==> src/rtl/breath_ramp_gen_if.sv <==
// Control and duty-ramp signals between the breathing-ramp generator and the
// downstream PWM comparator stage.
interface breath_ramp_gen_if;
  logic        en;
  logic        mode;
  logic [31:0] period_cnt;
  logic [31:0] duty;
  logic        period_start;
  logic        rising;
  logic        at_peak;

  modport master (
    input  en,
    input  mode,
    output period_cnt,
    output duty,
    output period_start,
    output rising,
    output at_peak
  );

  modport slave (
    output en,
    output mode,
    input  period_cnt,
    input  duty,
    input  period_start,
    input  rising,
    input  at_peak
  );
endinterface

==> src/rtl/breath_ramp_gen.sv <==
// PWM period counter plus a triangle/sawtooth duty ramp. Duty updates land
// only on the period wrap, so the downstream comparator never sees a glitch.
module breath_ramp_gen #(
  parameter int unsigned LENGTH      = 30,
  parameter int unsigned SPEED_DOWN  = 300,
  parameter int unsigned HOLD_TOP    = 0,
  parameter int unsigned HOLD_BOTTOM = 0
) (
  input  logic              clk,
  input  logic              rst,
  breath_ramp_gen_if.master bus
);

  localparam logic [31:0] LEN_C = 32'(LENGTH);
  localparam logic [31:0] SPD_C = 32'(SPEED_DOWN);
  localparam logic [31:0] TOP_C = 32'(HOLD_TOP);
  localparam logic [31:0] BOT_C = 32'(HOLD_BOTTOM);

  typedef enum logic [1:0] {
    ST_RISE    = 2'd0,
    ST_HOLD_HI = 2'd1,
    ST_FALL    = 2'd2,
    ST_HOLD_LO = 2'd3
  } state_t;

  state_t      state_q, state_d;
  logic [31:0] period_cnt_q;
  logic [31:0] step_cnt_q;
  logic [31:0] duty_q, duty_d;
  logic [31:0] hold_cnt_q, hold_cnt_d;
  logic        pending_q;
  logic        period_start_q;

  logic        wrap;
  logic        step;
  logic        apply;
  logic [31:0] hold_inc;

  assign wrap     = (period_cnt_q == LEN_C - 32'd1);
  assign step     = (step_cnt_q == SPD_C - 32'd1);
  // A step tick seen mid-period waits in pending; a coincident one applies now.
  assign apply    = wrap && (pending_q || step);
  assign hold_inc = hold_cnt_q + 32'd1;

  // State register and counters.
  // NOTE: sequential state uses non-blocking assignments so every register
  // samples pre-edge values regardless of statement order.
  always_ff @(posedge clk or negedge rst) begin
    if (!rst) begin
      state_q        <= ST_RISE;
      period_cnt_q   <= '0;
      step_cnt_q     <= '0;
      duty_q         <= '0;
      hold_cnt_q     <= '0;
      pending_q      <= 1'b0;
      period_start_q <= 1'b0;
    end else if (bus.en) begin
      period_cnt_q   <= wrap ? '0 : period_cnt_q + 32'd1;
      step_cnt_q     <= step ? '0 : step_cnt_q + 32'd1;
      period_start_q <= wrap;
      if (apply)     pending_q <= 1'b0;
      else if (step) pending_q <= 1'b1;
      state_q    <= state_d;
      duty_q     <= duty_d;
      hold_cnt_q <= hold_cnt_d;
    end else begin
      period_start_q <= 1'b0;
    end
  end

  // Next-state and duty update, evaluated only on an applied tick.
  // NOTE: every comb output gets a default first so no path infers a latch.
  always_comb begin
    state_d    = state_q;
    duty_d     = duty_q;
    hold_cnt_d = hold_cnt_q;
    if (apply) begin
      unique case (state_q)
        ST_RISE: begin
          if (duty_q == LEN_C) begin
            // Parked at the top in sawtooth with no hold; mode is re-read here.
            if (bus.mode) begin
              duty_d     = '0;
              hold_cnt_d = '0;
              state_d    = (BOT_C != 0) ? ST_HOLD_LO : ST_RISE;
            end else begin
              duty_d  = duty_q - 32'd1;
              state_d = ST_FALL;
            end
          end else begin
            duty_d = duty_q + 32'd1;
            if (duty_q + 32'd1 == LEN_C) begin
              if (TOP_C != 0) begin
                state_d    = ST_HOLD_HI;
                hold_cnt_d = '0;
              end else if (!bus.mode) begin
                state_d = ST_FALL;
              end
            end
          end
        end
        ST_HOLD_HI: begin
          hold_cnt_d = hold_inc;
          if (hold_inc >= TOP_C) begin
            if (!bus.mode) begin
              state_d = ST_FALL;
            end else begin
              duty_d     = '0;
              hold_cnt_d = '0;
              state_d    = (BOT_C != 0) ? ST_HOLD_LO : ST_RISE;
            end
          end
        end
        ST_FALL: begin
          if (duty_q <= 32'd1) begin
            duty_d     = '0;
            hold_cnt_d = '0;
            state_d    = (BOT_C != 0) ? ST_HOLD_LO : ST_RISE;
          end else begin
            duty_d = duty_q - 32'd1;
          end
        end
        ST_HOLD_LO: begin
          hold_cnt_d = hold_inc;
          if (hold_inc >= BOT_C) state_d = ST_RISE;
        end
        default: state_d = ST_RISE;
      endcase
    end
  end

  // Outputs decoded from the registered state.
  always_comb begin
    bus.rising  = (state_q == ST_RISE) || (state_q == ST_HOLD_LO);
    bus.at_peak = (state_q == ST_HOLD_HI);
  end

  assign bus.period_cnt   = period_cnt_q;
  assign bus.duty         = duty_q;
  assign bus.period_start = period_start_q;

endmodule

==> src/flat_wrapper.sv <==
// flat-port wrapper written by rule: the top's interface ports become plain ports
module breath_ramp_gen_flat 
#(
  parameter int unsigned LENGTH      = 30,
  parameter int unsigned SPEED_DOWN  = 300,
  parameter int unsigned HOLD_TOP    = 0,
  parameter int unsigned HOLD_BOTTOM = 0
)
  (clk, rst, bus_en, bus_mode, bus_period_cnt, bus_duty, bus_period_start, bus_rising, bus_at_peak);
  breath_ramp_gen_if bus_i ();
  input  logic clk;
  input  logic rst;
  input wire logic [$bits(bus_i.en)-1:0] bus_en;
  input wire logic [$bits(bus_i.mode)-1:0] bus_mode;
  output wire logic [$bits(bus_i.period_cnt)-1:0] bus_period_cnt;
  output wire logic [$bits(bus_i.duty)-1:0] bus_duty;
  output wire logic [$bits(bus_i.period_start)-1:0] bus_period_start;
  output wire logic [$bits(bus_i.rising)-1:0] bus_rising;
  output wire logic [$bits(bus_i.at_peak)-1:0] bus_at_peak;
  assign bus_i.en = bus_en;
  assign bus_i.mode = bus_mode;
  assign bus_period_cnt = bus_i.period_cnt;
  assign bus_duty = bus_i.duty;
  assign bus_period_start = bus_i.period_start;
  assign bus_rising = bus_i.rising;
  assign bus_at_peak = bus_i.at_peak;
  breath_ramp_gen #(.LENGTH(LENGTH), .SPEED_DOWN(SPEED_DOWN), .HOLD_TOP(HOLD_TOP), .HOLD_BOTTOM(HOLD_BOTTOM)) u_core (.clk(clk), .rst(rst), .bus(bus_i));
endmodule
==> config.mk <==
export PLATFORM = sky130hd
export DESIGN_NAME = breath_ramp_gen_flat
export DESIGN_NICKNAME = d
export VERILOG_FILES = /design/src/rtl/breath_ramp_gen_if.sv /design/src/rtl/breath_ramp_gen.sv /design/src/flat_wrapper.sv
export SDC_FILE = /design/constraint.sdc
export NUM_CORES = 1
export LEC_CHECK = 0
export BUFFER_PORTS_ARGS = -buffer_cell sky130_fd_sc_hd__buf_4
export CORE_MARGIN = 10
export CORE_UTILIZATION = 45
export CTS_BUF_LIST = sky130_fd_sc_hd__clkbuf_2 sky130_fd_sc_hd__clkbuf_4 sky130_fd_sc_hd__clkbuf_8
export CTS_CLUSTER_DIAMETER = 80
export DETAILED_ROUTE_END_ITERATION = 7
export PLACE_DENSITY = 0.68
export SLEW_MARGIN = 15
export SYNTH_ARGS = -nofsm -noshare
export SYNTH_HDL_FRONTEND = slang
export SYNTH_SLANG_ARGS = --single-unit
==> constraint.sdc <==
create_clock -name clk -period 2.7 [get_ports clk]
set_input_delay 0.54 -clock clk [delete_from_list [all_inputs] [get_ports clk]]
set_output_delay 0.54 -clock clk [all_outputs]
set_load 0.1 [all_outputs]
==> flow_metrics.env <==
export IMPL_outcome="completed"
export IMPL_max_cap_violations=0
export IMPL_layoutNonFillerInstCount=972
export IMPL_p_leak_uw=0.00316
export IMPL_tritoncts="built"
export IMPL_clock_skew_ns=0.0172
export IMPL_ys_seq_area_share_pct=39.8
export IMPL_clock_sinks=99
export IMPL_num_nets_final=803
export IMPL_crit_arrival_ns=2.82
export IMPL_cts_root_buf="clkbuf_8"
export IMPL_grt_max_degree=43
export IMPL_finalCriticalPeriod_ns=2.56
export IMPL_syn_avg_cell_area_um2=8.82
export IMPL_syn_nets=717
export IMPL_fin_hold_ws_ns=0.134
export IMPL_synth_area_leaders="dfrtp_1 (40%), xnor2_1 (6.3%), nand3_1 (3.7%), nor2_1 (3.6%), nand2_1 (3.5%)"
export IMPL_ys_flop_type="dfrtp_1"
export IMPL_setup_viol=0
export IMPL_clockBufferDepth=2
export IMPL_pin_count=71
export IMPL_intPower_uw=2080
export IMPL_initial_core_util_pct=46.4
export IMPL_vdd_drop_max_mv=0.332
export IMPL_seqCellArea_um2=2530
export IMPL_end_kind="register"
export IMPL_p_per_area_nw_per_um2=415
export IMPL_yosys_area_top_type_share_pct=39.8
export IMPL_dr_pass1_iters=5
export IMPL_multi_input_area_um2=3550
export IMPL_p_comb_share_pct=16.5
export IMPL_sequentialPowerShare_pct=53.2
export IMPL_yosysTopAreaCell="dfrtp_1"
export IMPL_synth_cells=705
export IMPL_die_area_um2=18900
export IMPL_grt_pass1_wl_um=28800
export IMPL_clk_pin_slew_ns=0.11
export IMPL_cts_hold_buf=0
export IMPL_clock_latency_ns=0.39
export IMPL_synth_edf_count=0
export IMPL_antenna_cells=0
export IMPL_die_x_um=138
export IMPL_finalHoldViolations=0
export IMPL_wl_per_cell_um=18.2
export IMPL_p_sw_share_pct=33.2
export IMPL_max_freq_mhz=390
export IMPL_worstMarginPinSlew_ns=0.633
export IMPL_worstSetupPathType="reg -> reg"
export IMPL_ys_seq_elements=99
export IMPL_fin_crit_sh_pct=94.9
export IMPL_syn_area_um2=6220
export IMPL_cts_buffers=9
export IMPL_wirelength_um=17700
export IMPL_first_global_vias=5570
export IMPL_async_flop_share_pct=100
export IMPL_drive_above_1_share_pct=26.8
export IMPL_antenna_found_initial=0
export IMPL_rsz0062_at_grt="true"
export IMPL_core_um2=13400
export IMPL_vias=5959
export IMPL_dpl_hpwl_um=12900
export IMPL_worst_path_max_fanout=16
export IMPL_yosysMostFrequentCell="dfrtp_1"
export IMPL_dp_cells=954
export IMPL_cp_data_required_time_ns=2.96
export IMPL_ant_nets=0
export IMPL_slew_viol_final=0
export IMPL_setup_tns_ns=0
export IMPL_p_clk_share_pct=30.3
export IMPL_route_detailed_drc=0
export IMPL_cp_start_kind="register"
export IMPL_grt_usage_pct=18.8
export IMPL_drt_vias_per_instance=6.13
export IMPL_die_y_um=138
export IMPL_syn_to_final_growth_pct=20.8
export IMPL_hp_class="in -> async"
export IMPL_slew_headroom_pct=57.4
export IMPL_yosysWarnings=0
export IMPL_fin_util_pct=56.1
export IMPL_n_fill_cell=1264
export IMPL_rows=42
export IMPL_setup_ws_ns=0.139
export IMPL_synth_top_cells_by_count="dfrtp_1 (99), nor2_1 (59), nand2_1 (58), nand3_1 (46), xnor2_1 (45)"
export IMPL_initialDrtViolationCount=656
export IMPL_globalRouteOverflowTotal=0
export IMPL_h_tree_depth=3
export IMPL_dp_slack_ns=0.0574
export IMPL_switchingPower_uw=1040
export IMPL_ys_types=65
export IMPL_place_gp_congestion=0.937
export IMPL_placement_io_buffers=69
[layout make-up]
cell class / instances / share of cell area [%]
clock buffers: 12 / 2.03
clock inverters: 4 / 0.450
inverters: 12 / 0.599
multi-input cells: 543 / 47.2
flip-flops and latches: 99 / 33.7
well taps: 176 / 2.93
repair buffers: 126 / 13.1
[per-layer routing]
layer | vias to the layer above | routed length, um | track usage, %
met1 | 2912 | 8060 | 25.8
met3 | 23 | 1460 | 3.79
met5 | - | 0 | 0
met4 | 0 | 354 | 7.73
li1 | 2792 | - | -
met2 | 232 | 7840 | 28.3
[cells in the final DEF, fill, tap and decap left out, types with 10 or more instances in the layout]
cell type,instances
nand3_1,46
nand4_1,34
and3_1,19
nor2_1,56
o21ai_0,24
nor3_1,21
nor4_1,17
and4_1,11
buf_4,123
o22ai_1,18
a221oi_1,11
dfrtp_1,64
clkbuf_8,10
inv_1,10
dfrtp_2,31
xnor2_1,45
a21oi_1,42
nand2_1,58
xor2_1,23
[what timing repair did]
item,CTS,global route
setup endpoints to repair,0,14
buffers inserted,0,2
gates resized for setup,0,17
[state kept, by name (all words and copies together), names as in the netlist]
name and flops:
u_core.bus.duty 32, u_core.bus.period_start 1, u_core.pending_q 1, u_core.bus.period_cnt 32
u_core.step_cnt_q 32, u_core.state_q 1
[metrics by stage]
step | total power [uW] | area (um2)
floorplan | 2050 | 6290
global placement | 2190 | 7230
detailed placement | 2200 | 7230
CTS | 3140 | 7420
global route | 3250 | 7510
finish | 3120 | 7510
[power groups by stage]
stage	Combinational, uW	Sequential (uW)	Clock [uW]
final	514	1660	944
after global routing	556	1670	1020
after CTS	518	1660	968
after detailed placement	517	1690	0
after global placement	511	1680	0
after floorplan	143	1910	0
[kinds of logic after synthesis]
family | count (synthesis) | synth area share [%]
compound gates | 149 | 16.5
fa+ha+maj | 8 | 1.61
flops | 99 | 39.8
xor+xnor | 68 | 9.57
buf+inv | 63 | 4.81
mux | 6 | 1.01
simple gates | 311 | 26.6
other cells | 1 | 0.0603
[critical path: stages, from the launching register on]
cell	delay (ns)
dfrtp_2	0.42
or4_4	0.59
nor4_2	0.34
a41oi_2	0.23
a21oi_2	0.22
buf_4	0.25
nor2_1	0.07
o31ai_1	0.21
o31ai_1	0.10
[path summary, 6_finish.rpt]
kind                                       start                        end  slack, ns  depth (start not counted)
max                          u_core.bus.duty[12]        u_core.bus.duty[29]       0.14                          8
min                                          rst  u_core.bus.period_cnt[15]       0.13                          1
max reg2reg                  u_core.bus.duty[12]        u_core.bus.duty[29]       0.14                          8
min reg2reg                u_core.step_cnt_q[31]      u_core.step_cnt_q[31]       0.47                          1
max in group asynchronous                    rst      u_core.step_cnt_q[22]       1.89                          2
min in group clk                          bus_en   u_core.bus.period_cnt[1]       0.45                          2
Power figures use the tool's default switching activity.
